==> src/rtl/mem_port_arbiter_if.sv <==
// Bundle of requester (M0/M1) and memory-side signals for mem_port_arbiter.
// master: requesters plus memory model; slave: the arbiter itself.
interface mem_port_arbiter_if #(
    parameter int AW = 32,
    parameter int DW = 32
);
    logic          m0_req;
    logic          m0_we;
    logic [AW-1:0] m0_addr;
    logic [DW-1:0] m0_wdata;
    logic          m0_ack;
    logic          m0_err;

    logic          m1_req;
    logic          m1_we;
    logic [AW-1:0] m1_addr;
    logic [DW-1:0] m1_wdata;
    logic          m1_ack;
    logic          m1_err;

    logic [DW-1:0] rdata;
    logic [1:0]    grant;

    logic          mem_valid;
    logic          mem_we;
    logic [AW-1:0] mem_addr;
    logic [DW-1:0] mem_wdata;
    logic          mem_ready;
    logic [DW-1:0] mem_rdata;

    modport master (
        output m0_req, m0_we, m0_addr, m0_wdata,
        output m1_req, m1_we, m1_addr, m1_wdata,
        input  m0_ack, m0_err, m1_ack, m1_err, rdata, grant,
        input  mem_valid, mem_we, mem_addr, mem_wdata,
        output mem_ready, mem_rdata
    );

    modport slave (
        input  m0_req, m0_we, m0_addr, m0_wdata,
        input  m1_req, m1_we, m1_addr, m1_wdata,
        output m0_ack, m0_err, m1_ack, m1_err, rdata, grant,
        output mem_valid, mem_we, mem_addr, mem_wdata,
        input  mem_ready, mem_rdata
    );
endinterface

==> src/rtl/mem_port_arbiter.sv <==
// Two-requester arbiter for one memory port: IDLE/BUSY/RESP FSM with timeout, all outputs registered.
// Optional ARB_ROUND_ROBIN_EN: ties go to the requester not granted last (else fixed FIXED_PRIO).
module mem_port_arbiter #(
    parameter int AW         = 32,
    parameter int DW         = 32,
    parameter int TIMEOUT    = 255,
    parameter int FIXED_PRIO = 0
) (
    input logic               clk,
    input logic               rst,
    mem_port_arbiter_if.slave bus
);
    typedef enum logic [1:0] {IDLE, BUSY, RESP} state_t;

    localparam logic [7:0] TO_LIMIT = 8'(TIMEOUT);

    state_t        state_q, state_d;
    logic [7:0]    cnt_q, cnt_d;
    logic          owner_q, owner_d;
    logic          mem_valid_q, mem_valid_d;
    logic          mem_we_q, mem_we_d;
    logic [AW-1:0] mem_addr_q, mem_addr_d;
    logic [DW-1:0] mem_wdata_q, mem_wdata_d;
    logic [DW-1:0] rdata_q, rdata_d;
    logic [1:0]    grant_q, grant_d;
    logic          m0_ack_q, m0_ack_d, m0_err_q, m0_err_d;
    logic          m1_ack_q, m1_ack_d, m1_err_q, m1_err_d;

    logic          any_req;
    logic          tie_m1;
    logic          pick_m1;
    logic [7:0]    cnt_inc;
    logic          timeout;

    assign any_req = bus.m0_req | bus.m1_req;
    assign pick_m1 = (bus.m0_req && bus.m1_req) ? tie_m1 : bus.m1_req;
    assign cnt_inc = cnt_q + 8'd1;
    // cnt_inc counts the current BUSY cycle, so mem_valid stays up exactly TIMEOUT cycles
    assign timeout = (cnt_inc == TO_LIMIT);

`ifdef ARB_ROUND_ROBIN_EN
    logic ptr_q, ptr_d;

    assign tie_m1 = ptr_q;

    always_comb begin
        ptr_d = ptr_q;
        if (state_q == RESP) ptr_d = ~owner_q;
    end

    always_ff @(posedge clk or negedge rst) begin
        if (!rst) ptr_q <= (FIXED_PRIO != 0);
        else      ptr_q <= ptr_d;
    end
`else
    assign tie_m1 = (FIXED_PRIO != 0);
`endif

    always_ff @(posedge clk or negedge rst) begin
        if (!rst) state_q <= IDLE;
        else      state_q <= state_d;
    end

    always_comb begin
        state_d = state_q;
        case (state_q)
            IDLE:    if (any_req) state_d = BUSY;
            BUSY:    if (bus.mem_ready || timeout) state_d = RESP;
            RESP:    state_d = IDLE;
            default: state_d = IDLE;
        endcase
    end

    always_comb begin
        cnt_d       = cnt_q;
        owner_d     = owner_q;
        mem_valid_d = mem_valid_q;
        mem_we_d    = mem_we_q;
        mem_addr_d  = mem_addr_q;
        mem_wdata_d = mem_wdata_q;
        rdata_d     = rdata_q;
        grant_d     = grant_q;
        m0_ack_d    = 1'b0;
        m0_err_d    = 1'b0;
        m1_ack_d    = 1'b0;
        m1_err_d    = 1'b0;
        case (state_q)
            IDLE: begin
                if (any_req) begin
                    owner_d     = pick_m1;
                    mem_valid_d = 1'b1;
                    mem_we_d    = pick_m1 ? bus.m1_we    : bus.m0_we;
                    mem_addr_d  = pick_m1 ? bus.m1_addr  : bus.m0_addr;
                    mem_wdata_d = pick_m1 ? bus.m1_wdata : bus.m0_wdata;
                    grant_d     = pick_m1 ? 2'b10 : 2'b01;
                    cnt_d       = '0;
                end
            end
            BUSY: begin
                cnt_d = cnt_inc;
                // ready on the timeout cycle still counts as a good completion
                if (bus.mem_ready || timeout) begin
                    mem_valid_d = 1'b0;
                    rdata_d     = (bus.mem_ready && !mem_we_q) ? bus.mem_rdata : '0;
                    m0_ack_d    = ~owner_q;
                    m1_ack_d    = owner_q;
                    m0_err_d    = ~owner_q & ~bus.mem_ready;
                    m1_err_d    = owner_q & ~bus.mem_ready;
                end
            end
            RESP: begin
                cnt_d       = '0;
                grant_d     = 2'b00;
                rdata_d     = '0;
                mem_we_d    = 1'b0;
                mem_addr_d  = '0;
                mem_wdata_d = '0;
            end
            default: ;
        endcase
    end

    always_ff @(posedge clk or negedge rst) begin
        if (!rst) begin
            cnt_q       <= '0;
            owner_q     <= 1'b0;
            mem_valid_q <= 1'b0;
            mem_we_q    <= 1'b0;
            mem_addr_q  <= '0;
            mem_wdata_q <= '0;
            rdata_q     <= '0;
            grant_q     <= 2'b00;
            m0_ack_q    <= 1'b0;
            m0_err_q    <= 1'b0;
            m1_ack_q    <= 1'b0;
            m1_err_q    <= 1'b0;
        end else begin
            cnt_q       <= cnt_d;
            owner_q     <= owner_d;
            mem_valid_q <= mem_valid_d;
            mem_we_q    <= mem_we_d;
            mem_addr_q  <= mem_addr_d;
            mem_wdata_q <= mem_wdata_d;
            rdata_q     <= rdata_d;
            grant_q     <= grant_d;
            m0_ack_q    <= m0_ack_d;
            m0_err_q    <= m0_err_d;
            m1_ack_q    <= m1_ack_d;
            m1_err_q    <= m1_err_d;
        end
    end

    assign bus.mem_valid = mem_valid_q;
    assign bus.mem_we    = mem_we_q;
    assign bus.mem_addr  = mem_addr_q;
    assign bus.mem_wdata = mem_wdata_q;
    assign bus.rdata     = rdata_q;
    assign bus.grant     = grant_q;
    assign bus.m0_ack    = m0_ack_q;
    assign bus.m0_err    = m0_err_q;
    assign bus.m1_ack    = m1_ack_q;
    assign bus.m1_err    = m1_err_q;
endmodule

==> src/flat_wrapper.sv <==
// flat-port wrapper written by rule: the top's interface ports become plain ports
module mem_port_arbiter_flat 
#(
    parameter int AW         = 32,
    parameter int DW         = 32,
    parameter int TIMEOUT    = 255,
    parameter int FIXED_PRIO = 0
)
  (clk, rst, bus_m0_req, bus_m0_we, bus_m0_addr, bus_m0_wdata, bus_m1_req, bus_m1_we, bus_m1_addr, bus_m1_wdata, bus_m0_ack, bus_m0_err, bus_m1_ack, bus_m1_err, bus_rdata, bus_grant, bus_mem_valid, bus_mem_we, bus_mem_addr, bus_mem_wdata, bus_mem_ready, bus_mem_rdata);
  mem_port_arbiter_if #(.AW(AW), .DW(DW)) bus_i ();
  input logic clk;
  input logic rst;
  input wire logic [$bits(bus_i.m0_req)-1:0] bus_m0_req;
  input wire logic [$bits(bus_i.m0_we)-1:0] bus_m0_we;
  input wire logic [$bits(bus_i.m0_addr)-1:0] bus_m0_addr;
  input wire logic [$bits(bus_i.m0_wdata)-1:0] bus_m0_wdata;
  input wire logic [$bits(bus_i.m1_req)-1:0] bus_m1_req;
  input wire logic [$bits(bus_i.m1_we)-1:0] bus_m1_we;
  input wire logic [$bits(bus_i.m1_addr)-1:0] bus_m1_addr;
  input wire logic [$bits(bus_i.m1_wdata)-1:0] bus_m1_wdata;
  output wire logic [$bits(bus_i.m0_ack)-1:0] bus_m0_ack;
  output wire logic [$bits(bus_i.m0_err)-1:0] bus_m0_err;
  output wire logic [$bits(bus_i.m1_ack)-1:0] bus_m1_ack;
  output wire logic [$bits(bus_i.m1_err)-1:0] bus_m1_err;
  output wire logic [$bits(bus_i.rdata)-1:0] bus_rdata;
  output wire logic [$bits(bus_i.grant)-1:0] bus_grant;
  output wire logic [$bits(bus_i.mem_valid)-1:0] bus_mem_valid;
  output wire logic [$bits(bus_i.mem_we)-1:0] bus_mem_we;
  output wire logic [$bits(bus_i.mem_addr)-1:0] bus_mem_addr;
  output wire logic [$bits(bus_i.mem_wdata)-1:0] bus_mem_wdata;
  input wire logic [$bits(bus_i.mem_ready)-1:0] bus_mem_ready;
  input wire logic [$bits(bus_i.mem_rdata)-1:0] bus_mem_rdata;
  assign bus_i.m0_req = bus_m0_req;
  assign bus_i.m0_we = bus_m0_we;
  assign bus_i.m0_addr = bus_m0_addr;
  assign bus_i.m0_wdata = bus_m0_wdata;
  assign bus_i.m1_req = bus_m1_req;
  assign bus_i.m1_we = bus_m1_we;
  assign bus_i.m1_addr = bus_m1_addr;
  assign bus_i.m1_wdata = bus_m1_wdata;
  assign bus_m0_ack = bus_i.m0_ack;
  assign bus_m0_err = bus_i.m0_err;
  assign bus_m1_ack = bus_i.m1_ack;
  assign bus_m1_err = bus_i.m1_err;
  assign bus_rdata = bus_i.rdata;
  assign bus_grant = bus_i.grant;
  assign bus_mem_valid = bus_i.mem_valid;
  assign bus_mem_we = bus_i.mem_we;
  assign bus_mem_addr = bus_i.mem_addr;
  assign bus_mem_wdata = bus_i.mem_wdata;
  assign bus_i.mem_ready = bus_mem_ready;
  assign bus_i.mem_rdata = bus_mem_rdata;
  mem_port_arbiter #(.AW(AW), .DW(DW), .TIMEOUT(TIMEOUT), .FIXED_PRIO(FIXED_PRIO)) u_core (.clk(clk), .rst(rst), .bus(bus_i));
endmodule
==> config.mk <==
export PLATFORM = sky130hd
export DESIGN_NAME = mem_port_arbiter_flat
export DESIGN_NICKNAME = d
export VERILOG_FILES = /design/src/rtl/mem_port_arbiter_if.sv /design/src/rtl/mem_port_arbiter.sv /design/src/flat_wrapper.sv
export SDC_FILE = /design/constraint.sdc
export NUM_CORES = 1
export LEC_CHECK = 0
export CAP_MARGIN = 20
export CELL_PAD_IN_SITES_DETAIL_PLACEMENT = 0
export CELL_PAD_IN_SITES_GLOBAL_PLACEMENT = 1
export CORE_MARGIN = 5
export CORE_UTILIZATION = 26
export DETAILED_ROUTE_END_ITERATION = 7
export GPL_TIMING_DRIVEN = 1
export PLACE_DENSITY = 0.88
export SYNTH_ARGS = -nofsm -noshare
export SYNTH_HDL_FRONTEND = slang
export SYNTH_SLANG_ARGS = --single-unit
==> constraint.sdc <==
create_clock -name clk -period 1.75 [get_ports clk]
set_input_delay 0.4375 -clock clk [delete_from_list [all_inputs] [get_ports clk]]
set_output_delay 0.4375 -clock clk [all_outputs]
set_load 0.02 [all_outputs]
==> summary.txt, run 1 <==
Status
  • Status: complete, but fails checks
  • Failing checks: DRC, setup timing

Place
  • GPL Wtd Cong: 0.776
  • Dpl ws: -0.442 ns
  • Port bufs: 270
  • Hpwl dp: 12,500 um
  • Cells after DPL: 924

Setup path
  • CP endpoint kind: flop
  • Crit path kind: reg -> reg
  • Cell with the largest stage delay on the worst path: or4_4
  • WP buf/inv: 1
  • WP data required: 2.04 ns
  • Worst-path maximum fanout: 19
  • Critical path cell sequence: nand3_2 -> or4_4 -> a31oi_4 -> a31oi_4 -> buf_12 -> a22o_2
  • R2r setup slk: -0.09 ns
  • Reg-to-Reg Start: u_core.cnt_q[3]
  • CP Launch Point: u_core.cnt_q[3]
  • Slowest Stage Delay on Critical Path: 0.50 ns
  • Critical Path Start Type: flop
  • Most Frequent Cell on Critical Path: a31oi_4
  • Delay-heaviest family, CP: simple AND/OR/NAND/NOR gates
  • Worst path arrival time: 2.13 ns

Synthesis
  • Flops & latches, synth: 115
  • Sequential area share after synthesis: 59.5%
  • Post-Syn Nets: 593
  • Synth async-reset ratio: 100%
  • Distinct cells, synth: 44
  • Synthesized area per cell: 11.4 um^2
  • Post-synth EDFFs: 0
  • Syn Inst Count: 424
  • Netlist Area Pre-Place: 4830 um^2
  • Primary FF master, synth: dfrtp_1
  • Synth warnings: 0

Die
  • Die ar.: 21,400 um^2
  • IO Count: 271
  • # rows: 49
  • Die extent in x: 146 um
  • Core area: 18,100 um^2
  • Die outline height: 146 um
  • Starting Density: 26.6%

STA
  • Relative slew slack: 71.5%
  • Setup Total Neg Slack: -1.79 ns
  • Fin. max-slew vios: 0
  • Hold Fails Final Rpt: 0
  • PnR worst setup slack: -0.0911 ns
  • Worst Tran Pin Value: 0.428 ns
  • Skew final: 0.00556 ns
  • Fmax: 543 MHz
  • Final setup viols: 34
  • Final period util: 105%
  • Unrepaired setup endpoints after global routing: true
  • Min Tclk post-route: 1.84 ns
  • Hold slack: 0.475 ns

CTS
  • Clock transition at path regs: 0.06 ns
  • Clock buffer depth: 2
  • Latest clock arrival within the worst-skew pair: 0.41 ns
  • H-tree levels: 4
  • Clock Sinks: 115
  • CTS tree: built
  • Inserted Clock Buffers: 17
  • Root Driver: clkbuf_16

Cells and area
  • Share of cells above drive strength 1: 14.3%
  • Nets: 892
  • Layout area overhead: 81.6%
  • Total inserted antenna cells: 0
  • Layout Cells excl Fill: 965

Route
  • Final wirelength: 17,600 um
  • Via density: 4.84
  • Starting DRT DRC Count: 311
  • Vias: 4,673
  • WL per Instance: 18.2 um
  • DRC viols: 6
  • Router iterations before antenna repair: 8
  • DRT antenna net count: 0

Global routing
  • Grt ovf: 0
  • Global-route wire length before repair: 26,600 um
  • Total GRT Usage: 15.7%
  • Vias in the first global route: 4,908
  • Pin count of the biggest net entering global routing: 66
  • Initial antenna violation count: 0

Job
  • Max-Cap Viols: 0

Power
  • P_leak: 0.00418 uW
  • Peak supply drop: 0.793 mV
  • PD cells: 1560 nW/um^2

Hold path
  • Min-delay src: u_core.bus.grant[0]
  • Hold Crit Class: reg -> reg
cells by family (layout without fill, tap and decap cells):
logic type	after synthesis	in the layout	share of synthesized area [%]
compound gates	126	126	22.9
flops	115	115	59.5
simple gates	105	105	9.68
buf+inv	74	386	6.91
fa+ha+maj	2	2	0.518
xor+xnor	1	1	0.181
mux	1	1	0.233
worst paths after layout:
kind	end	depth (start not counted)
worst min-delay path	u_core.bus.grant[0]	1
worst max-delay path	u_core.bus.rdata[31]	6
max in group asynchronous	u_core.bus.mem_addr[16]	3
worst max register to register	u_core.bus.rdata[31]	6
min in group asynchronous	u_core.bus.rdata[30]	2
worst min register to register	u_core.bus.grant[0]	1
where the power goes:
group | switching [uW] | internal, uW
clock network | 1300 | 2650
logic | 3090 | 2420
registers | 571 | 3690
through the flow:
stage                     utilization [%]  area, um^2  total power (uW)
final                                48.4        8780             13700
after global routing                 48.4        8780             14500
after CTS                            47.9        8700             13800
after detailed placement             44.6        8090             10400
after global placement               44.6        8090             10400
after floorplan                         -        4850              7150
cells in the final DEF, fill, tap and decap left out, types with 2 or more instances in the layout:
cell type	instances
clkdlybuf4s50_1	164
buf_6	2
clkbuf_8	3
dlygate4sd2_1	104
nor4_1	2
a222oi_1	34
a22o_1	30
nand3_1	5
bufinv_16	5
a221oi_1	30
nor2_1	68
o21ai_0	9
a31oi_4	2
o31ai_1	4
nor3_1	2
a21oi_2	2
clkbuf_16	18
buf_4	30
dfrtp_2	3
dfrtp_1	112
buf_12	12
inv_1	38
a21o_1	3
nand2_1	9
nor3_2	3
clkinv_4	4
o21a_1	2
a22o_2	2
sequential cells by signal, summed over array words and instances, names as in the netlist:
name and count:
u_core.state_q 2, u_core.bus.m1_ack 1, u_core.owner_q 1, u_core.bus.mem_wdata 32, u_core.bus.mem_addr 32, u_core.bus.mem_valid 1
u_core.bus.mem_we 1, u_core.bus.rdata 32, u_core.bus.m0_err 1, u_core.bus.m0_ack 1, u_core.bus.m1_err 1, u_core.bus.grant 2
u_core.cnt_q 8
cells in the mapped netlist, types with 4 or more instances:
master      n  area share (%)
o21ai_0     9            0.93
nor3_1      5            0.52
nand2_1    10            0.78
a221oi_1   31             5.6
a21oi_1     4            0.41
inv_1      39             3.0
nand3_1     5            0.52
a222oi_1   34             7.0
dfrtp_1   115              60
o31ai_1     4            0.62
clkbuf_1   24             1.9
nor2_1     69             5.4
a22o_1     30             5.4
worst register-to-register path: stages (launching register included):
cell and delay, ns:
dfrtp_1 0.36, nand3_2 0.09, or4_4 0.50, a31oi_4 0.23, a31oi_4 0.15, buf_12 0.18
a22o_2 0.21
area by class of cell:
type / instances / area, um^2
clock buffers: 21 / 470
clock inverters: 11 / 199
fillers: 1693 / 9370
inverters: 39 / 146
multi-input cells: 235 / 1700
flip-flops and latches: 115 / 2880
well taps: 229 / 287
repair buffers: 315 / 3090
metal layers:
metal	up-vias	routed length (um)	part of all wire [%]	track usage (%)
li1	2198	-	-	-
met1	2219	7100	40	18.3
met2	238	8320	47	25.4
met3	18	1950	11	7.62
met4	0	210	1.2	4.84
met5	-	0	0	0
timing repair:
item	in CTS	in global routing
pin swaps	2	2
resized for setup	111	12
setup endpoints to repair	143	75
hold endpoints to repair	21	0
hold buffers	1	0
cloned	1	1
setup buffers	4	2
(Power assumes the default switching activity.)
==> inputs of run 2 (changes only) <==
--- a/config.mk
+++ b/config.mk
@@ -10,9 +10,11 @@
 export CELL_PAD_IN_SITES_GLOBAL_PLACEMENT = 1
 export CORE_MARGIN = 5
 export CORE_UTILIZATION = 26
+export CTS_CLUSTER_SIZE = 14
 export DETAILED_ROUTE_END_ITERATION = 7
 export GPL_TIMING_DRIVEN = 1
 export PLACE_DENSITY = 0.88
+export SLEW_MARGIN = 5
 export SYNTH_ARGS = -nofsm -noshare
 export SYNTH_HDL_FRONTEND = slang
 export SYNTH_SLANG_ARGS = --single-unit
==> constraint.sdc (replaced) <==
create_clock -name clk -period 1.6 [get_ports clk]
set_input_delay 0.4 -clock clk [delete_from_list [all_inputs] [get_ports clk]]
set_output_delay 0.4 -clock clk [all_outputs]
set_load 0.02 [all_outputs]
==> summary.txt, run 2 (same netlist as run 1, synthesis figures left out) <==
Power
  • P_leak: 0.00426 uW
  • Peak supply drop: 0.795 mV
  • PD cells: 1680 nW/um^2
  • Post-layout power: 15,100 uW

CTS
  • CTS tree: built
  • Clock transition at path regs: 0.05 ns
  • H-tree levels: 4
  • Clock buffer depth: 2
  • Clock Sinks: 115
  • Root Driver: clkbuf_16
  • Latest clock arrival within the worst-skew pair: 0.41 ns
  • Inserted Clock Buffers: 17

Global routing
  • Vias in the first global route: 4,922
  • Global-route wire length before repair: 27,500 um
  • Grt ovf: 0
  • Pin count of the biggest net entering global routing: 43
  • Initial antenna violation count: 0
  • Total GRT Usage: 16.3%

STA
  • Final setup viols: 39
  • Hold slack: 0.452 ns
  • Worst Tran Pin Value: 0.337 ns
  • Fmax: 543 MHz
  • Relative slew slack: 77.6%
  • Fin. max-slew vios: 0
  • Hold Fails Final Rpt: 0
  • PnR worst setup slack: -0.241 ns
  • Final period util: 115%
  • Unrepaired setup endpoints after global routing: true
  • Skew final: 0.0127 ns
  • Min Tclk post-route: 1.84 ns

Place
  • Port bufs: 270
  • GPL Wtd Cong: 0.793
  • Hpwl dp: 12,800 um
  • Dpl ws: -0.492 ns
  • Placed cell area: 8110 um^2

Route
  • Vias: 4,765
  • Via density: 4.91
  • DRC viols: 0
  • Top routing layer in use: met4
  • Router iterations before antenna repair: 5
  • DRT antenna net count: 0
  • Final wirelength: 18,400 um
  • Wire length on met3: 1820 um
  • M1 WL: 7070 um
  • Starting DRT DRC Count: 279
  • Met2 wire len: 9150 um
  • WL per Instance: 19.0 um

Status
  • Failing checks: setup timing
  • Status: complete, but fails checks

Die
  • Core area: 18,100 um^2
  • Die extent in x: 146 um
  • IO Count: 271
  • Die outline height: 146 um
  • Starting Density: 26.6%
  • # rows: 49
  • Die ar.: 21,400 um^2

Cells and area
  • Fin area: 8970 um^2
  • Most common cell after layout, fill and taps aside: clkdlybuf4s50_1
  • Total inserted antenna cells: 0
  • Share of cells above drive strength 1: 16.9%
  • Layout area overhead: 85.7%
  • Nets: 898
  • Commonest non-fill, non-tap cells in the layout: clkdlybuf4s50_1 (163), dfrtp_1 (112), dlygate4sd2_1 (104), nor2_1 (68), inv_1 (39)

Setup path
  • Most Frequent Cell on Critical Path: a31oi_4
  • Cell with the largest stage delay on the worst path: or4_4
  • Critical Path Start Type: flop
  • Critical path cell sequence: nand3_2 -> or4_4 -> a31oi_4 -> a31oi_4 -> buf_12 -> a22o_2
  • Worst path arrival time: 2.13 ns
  • Worst-path maximum fanout: 21
  • WP data required: 1.89 ns
  • Crit path kind: reg -> reg
  • Slowest Stage Delay on Critical Path: 0.50 ns
  • CP endpoint kind: flop
  • Reg2Reg Depth: 6

Hold path
  • Hold Crit Class: in -> async

Job
  • Max-Cap Viols: 0
-- run 2: cell count changes in the layout (fill, tap and decap cells not counted), sizes merged --
cell | previous run | this run
buf | 44 | 48
bufinv | 5 | 4
clkbuf | 22 | 26
clkdlybuf4s50 | 164 | 163
clkinv | 5 | 1
clkinvlp | 0 | 2
dlymetal6s2s | 1 | 2
-- run 2: critical path, delay by kind of cell (launching register included) --
kind,cells,cell delay (ns)
buffers and inverters,1,0.18
flip-flops,1,0.37
AO/OA/AOI/OAI,3,0.60
AND/OR/NAND/NOR,2,0.58
-- run 2: cell type report --
cell class | instances | area, um^2
clock buffer | 23 | 478
timing repair buffer | 321 | 3170
multi-input combinational | 235 | 1870
sequential | 115 | 2880
fill | 1698 | 9170
tap | 229 | 287
clock inverter | 8 | 149
inverter | 39 | 146
-- run 2: timing repair --
item,4_1_cts,5_1_grt
buffers inserted,2,1
resized for setup,123,22
gates cloned,2,4
pin swaps,7,21
hold buffers,1,0
endpoints found under the hold margin,17,0
endpoints found under the setup margin,179,94
-- run 2: worst paths after layout --
path / startpoint / slack (ns) / end
max: u_core.cnt_q[2] / -0.24 / u_core.bus.rdata[31]
min: rst / 0.45 / u_core.bus.rdata[29]
max reg2reg: u_core.cnt_q[2] / -0.24 / u_core.bus.rdata[31]
min reg2reg: u_core.bus.grant[1] / 0.48 / u_core.bus.grant[1]
max in group asynchronous: rst / 0.60 / u_core.bus.mem_addr[2]
min in group clk: u_core.bus.grant[1] / 0.48 / u_core.bus.grant[1]
-- run 2: metal layers --
layer,GRT usage (%),vias to the layer above
met4,4.99,0
met5,0,-
met1,18.4,2316
li1,-,2196
met3,7.07,24
met2,27.9,229
-- run 2: metrics by stage --
step | std cells | util (%) | setup TNS (ns)
finish | 970 | 49.4 | -7.41
global route | 970 | 49.4 | -9.57
CTS | 965 | 48.2 | -6.95
detailed placement | 929 | 44.7 | -38.04
global placement | 929 | 44.7 | -34.52
floorplan | 424 | - | -6.18
-- run 2: power breakdown --
group          internal, uW  switching, uW
Clock                  2730           1360
Combinational          2800           3520
Sequential             4030            641
Total                  9560           5530
==> inputs of run 3 (changes only) <==
--- a/config.mk
+++ b/config.mk
@@ -9,11 +9,12 @@
 export CELL_PAD_IN_SITES_DETAIL_PLACEMENT = 0
 export CELL_PAD_IN_SITES_GLOBAL_PLACEMENT = 1
 export CORE_MARGIN = 5
-export CORE_UTILIZATION = 26
+export CORE_UTILIZATION = 41
 export CTS_CLUSTER_SIZE = 14
 export DETAILED_ROUTE_END_ITERATION = 7
+export DONT_BUFFER_PORTS = 1
 export GPL_TIMING_DRIVEN = 1
-export PLACE_DENSITY = 0.88
+export PLACE_DENSITY = 0.84
 export SLEW_MARGIN = 5
 export SYNTH_ARGS = -nofsm -noshare
 export SYNTH_HDL_FRONTEND = slang
==> summary.txt, run 3 (same netlist as run 1, synthesis figures left out) <==
Status
  • Status: complete, but fails checks
  • Failing checks: hold timing, setup timing

Power
  • PD cells: 2130 nW/um^2
  • Peak supply drop: 1.34 mV
  • P_leak: 0.00276 uW

CTS
  • Inserted Clock Buffers: 17
  • Latest clock arrival within the worst-skew pair: 0.40 ns
  • Clock buffer depth: 2
  • CTS tree: built
  • Root Driver: clkbuf_16
  • Clock Sinks: 115
  • Clock transition at path regs: 0.05 ns
  • H-tree levels: 4

Die
  • Core area: 11,500 um^2
  • Die outline height: 119 um
  • IO Count: 271
  • Starting Density: 42.1%
  • Die extent in x: 119 um
  • Die ar.: 14,100 um^2
  • # rows: 39

Place
  • GPL Wtd Cong: 0.758
  • Dpl ws: -0.260 ns
  • Port bufs: 0
  • Hpwl dp: 9670 um

Route
  • Starting DRT DRC Count: 335
  • DRC viols: 0
  • Final wirelength: 13,400 um
  • Vias: 3,677
  • DRT antenna net count: 0
  • Via density: 6.16
  • Router iterations before antenna repair: 8
  • WL per Instance: 22.4 um

Cells and area
  • Layout area overhead: 22.5%
  • Commonest non-fill, non-tap cells in the layout: dfrtp_1 (112), nor2_1 (68), inv_1 (39), a222oi_1 (34), a22o_1 (30)
  • Fin util: 51.6%
  • Most common cell after layout, fill and taps aside: dfrtp_1
  • Filler Cell Count: 977
  • Share of cells above drive strength 1: 20.7%
  • Nets: 611
  • Total inserted antenna cells: 0

STA
  • Unrepaired setup endpoints after global routing: true
  • Skew final: 0.00531 ns
  • Worst Tran Pin Value: 0.439 ns
  • Fmax: 549 MHz
  • Relative slew slack: 70.5%
  • Hold Fails Final Rpt: 115
  • Hold slack: -0.308 ns
  • Fin. max-slew vios: 0
  • Final period util: 114%
  • Final setup viols: 39
  • PnR worst setup slack: -0.222 ns
  • Min Tclk post-route: 1.82 ns

Setup path
  • Critical Path Start Type: flop
  • WP data required: 1.88 ns
  • Crit path kind: reg -> reg
  • Worst path arrival time: 2.11 ns
  • Worst-path maximum fanout: 18
  • Reg2Reg Depth: 7
  • CP endpoint kind: flop

Global routing
  • Pin count of the biggest net entering global routing: 116
  • Total GRT Usage: 18.6%
  • Vias in the first global route: 3,770
  • Initial antenna violation count: 0
  • Global-route wire length before repair: 20,800 um
  • Top Usage Layer GRT: met2
  • Met2 Use GR: 31.2%
  • Grt ovf: 0
  • Met3 GRT Util: 7.74%
  • GRT met1 Usage: 21.0%

Hold path
  • Hold Crit Class: in -> async

Job
  • Max-Cap Viols: 0
-- run 3: cell types whose count changed in the layout (fill, tap and decap cells not counted), sizes merged --
cell           change
bufinv             -1
inv                -1
buf               -14
dlygate4sd2      -104
clkinv             +5
dlymetal6s2s       -2
clkdlybuf4s50    -163
clkbuf             -5
dlygate4sd3        -1
clkinvlp           -1
-- run 3: worst paths after layout --
| path | from | slack [ns] | endpoint |
|---|---|---|---|
| worst max-delay path | u_core.cnt_q[6] | -0.22 | u_core.bus.rdata[23] |
| worst min-delay path | rst | -0.31 | u_core.bus.rdata[29] |
| worst max register to register | u_core.cnt_q[6] | -0.22 | u_core.bus.rdata[23] |
| worst min register to register | u_core.owner_q | 0.50 | u_core.bus.m0_ack |
| max in group asynchronous | rst | 1.77 | u_core.bus.mem_addr[19] |
| min in group clk | bus_mem_ready | 0.06 | u_core.bus.m1_err |
-- run 3: per-stage QoR --
step | hold slack (ns) | total power [uW] | TNS, ns | instance area, um^2 | std cells
floorplan | 0.104 | 7870 | -6.18 | 4880 | 424
global placement | 0.108 | 8630 | -8.52 | 5190 | 561
detailed placement | 0.107 | 8820 | -8.48 | 5200 | 562
CTS | -0.328 | 12700 | -7.97 | 5840 | 595
global route | -0.337 | 13300 | -10.04 | 5920 | 597
finish | -0.308 | 12600 | -6.95 | 5920 | 597
-- run 3: what timing repair did --
item | 4_1_cts | 5_1_grt
pin swaps | 5 | 2
endpoints found under the hold margin | 115 | 115
buffers inserted | 2 | 2
setup endpoints to repair | 65 | 91
resized for setup | 4 | 14
gates cloned | 0 | 0
-- run 3: per-layer routing --
layer  wire length, um  vias to the layer above
met1              4860                     1793
met3              1370                       25
li1                  -                     1624
met2              6830                      235
met4               323                        0
met5                 0                        -
-- run 3: critical path, stage by stage (launching register included) --
cell	delay [ns]
dfrtp_1	0.40
buf_4	0.14
and4b_1	0.24
nand4_1	0.13
a31oi_4	0.26
a31oi_4	0.16
buf_12	0.18
a22o_1	0.19
-- run 3: cell type report --
| cell class | instances | area, um^2 | area share, % |
|---|---|---|---|
| flip-flops and latches | 115 | 2880 | 48.7 |
| inverters | 39 | 146 | 2.47 |
| clock buffers | 21 | 470 | 7.95 |
| multi-input cells | 235 | 1740 | 29.5 |
| repair buffers | 34 | 367 | 6.19 |
| well taps | 143 | 179 | 3.02 |
| clock inverters | 10 | 131 | 2.22 |
-- run 3: report_power, final --
part | internal [uW] | switching, uW
logic | 1230 | 1260
registers | 4030 | 2320
clock network | 2550 | 1240
total | 7810 | 4820
==> RTL edit (flow settings as in run 1) <==
The option `ARB_ROUND_ROBIN_EN` is turned on by a define.
--- a/src/rtl/mem_port_arbiter.sv
+++ b/src/rtl/mem_port_arbiter.sv
@@ -1,5 +1,7 @@
 // Two-requester arbiter for one memory port: IDLE/BUSY/RESP FSM with timeout, all outputs registered.
 // Optional ARB_ROUND_ROBIN_EN: ties go to the requester not granted last (else fixed FIXED_PRIO).
+`define ARB_ROUND_ROBIN_EN
+
 module mem_port_arbiter #(
     parameter int AW         = 32,
     parameter int DW         = 32,
Check against the original RTL: not equivalent (Yosys sat finds a counterexample within 10 cycles, from zero or initial values and one cycle with rst low).
==> RTL edit against run 1 <==
- area after synthesis up 3.5%
- final area up 1.7%
- sequential cell count increased by 1
- total power up 5.3%
- highest routed layer unchanged
- worst setup slack got worse by 120 ps
- die area increased by 3.3%
- clock skew is 2.7 ps higher
- largest cell class unchanged
- core utilization down 0.95 points
- the run ends with setup timing left
- wire length down 6.0%
==> RTL edit: results <==
{
  "run_status": "finished with violations",
  "violated_checks": "setup timing",
  "cp_slowest_cell": "dfrtp_1",
  "syn_area_per_cell_um2": 11.17,
  "worst_r2r_startpoint": "u_core.cnt_q[1]",
  "critPathTopFamily": "compound AO/OA/AOI/OAI gates",
  "place_area_um2": 8324,
  "hold_buffers": 1,
  "detailedPlacementHpwl_mm": 12.36,
  "routabilityCongestion": 0.8130,
  "ff2ff_path_depth": 7,
  "m1WireLength_mm": 6.850,
  "dp_slack_ps": -289.3,
  "grtUsageMet3_pct": 5.606,
  "whs_path_depth": 2,
  "route.met2.wl_mm": 7.849,
  "netlist_top_cells_area": "dfrtp_1, mux2i_1, o21ai_0, nand2_1, a22o_1",
  "final.fill_count": 1791,
  "max-vdd-ir-drop_v": 0.0007212,
  "number_of_global_route_vias_before_repair": 4654,
  "critical_path_arrival_ps": 2260,
  "synthDistinctLibCells": 35,
  "relSlewSlack_pct": 58.94,
  "holdCritStartpoint": "u_core.bus.mem_addr[13]",
  "finalWorstSetupSlack_ps": -215.6,
  "starting_drc_count_in_detailed_routing": 163,
  "leakage_nw": 4.375,
  "seqPwrFrac_pct": 30.8,
  "wire_per_inst_um": 16.19,
  "skew_ps": 8.307,
  "global_route.usage.met1_pct": 17.52,
  "postCtsSetupRepairBufs": 3,
  "drt_pre_antenna_iters": 4,
  "dpl.cell_count": 985,
  "fin_worst_hold_slack_ps": 471.0,
  "fin_setup_tns_ps": -5844,
  "finalNetCount": 917,
  "power_mw": 14.45,
  "ys_seq_area_share_pct": 58.03,
  "power.clock.total_mw": 3.84,
  "hold_end": "u_core.bus.mem_addr[13]",
  "met3_length_mm": 1.563,
  "multi_input_area_um2": 2008,
  "setup_viol": 39,
  "use_met2_pct": 24.26,
  "synth.net_count": 617,
  "p_switching_mw": 5.451,
  "global_route_wire_length_before_repair_mm": 25.31,
  "detail_route.vias_per_cell": 4.443,
  "synth.top_cells.by_count": "dfrtp_1, o21ai_0, nand2_1",
  "r2r_end": "u_core.bus.rdata[0]",
  "cp_slowest_stage_delay_ps": 390,
  "critical_path.max_fanout": 32
}
==> RTL edit: cell count changes after synthesis, moves of 34 or more <==
| cell | before | now |
|---|---|---|
| o21ai_0 | 9 | 76 |
| mux2i_1 | 0 | 65 |
| nand2_1 | 10 | 74 |
| nor2_1 | 69 | 6 |
| inv_1 | 39 | 3 |
| a222oi_1 | 34 | 0 |
==> RTL edit: kinds of logic (layout without fill, tap and decap cells) <==
family	count (synthesis)	after routing	share of synthesized area, %
AOI/OAI and AO/OA	123	123	15.58
and+or+nand+nor	104	104	9.130
buffers and inverters	36	349	3.402
DFF	116	116	58.03
xor gates and xnor gates	2	2	0.3502
muxes	65	65	13.01
adders and majority gates	2	2	0.5002
==> RTL edit: layout make-up <==
type	count	area share (%)
multi-input cells	296	22.49
well taps	260	3.644
clock inverters	12	2.256
clock buffers	20	5.004
inverters	3	0.1261
repair buffers	314	33.96
flip-flops and latches	116	32.52
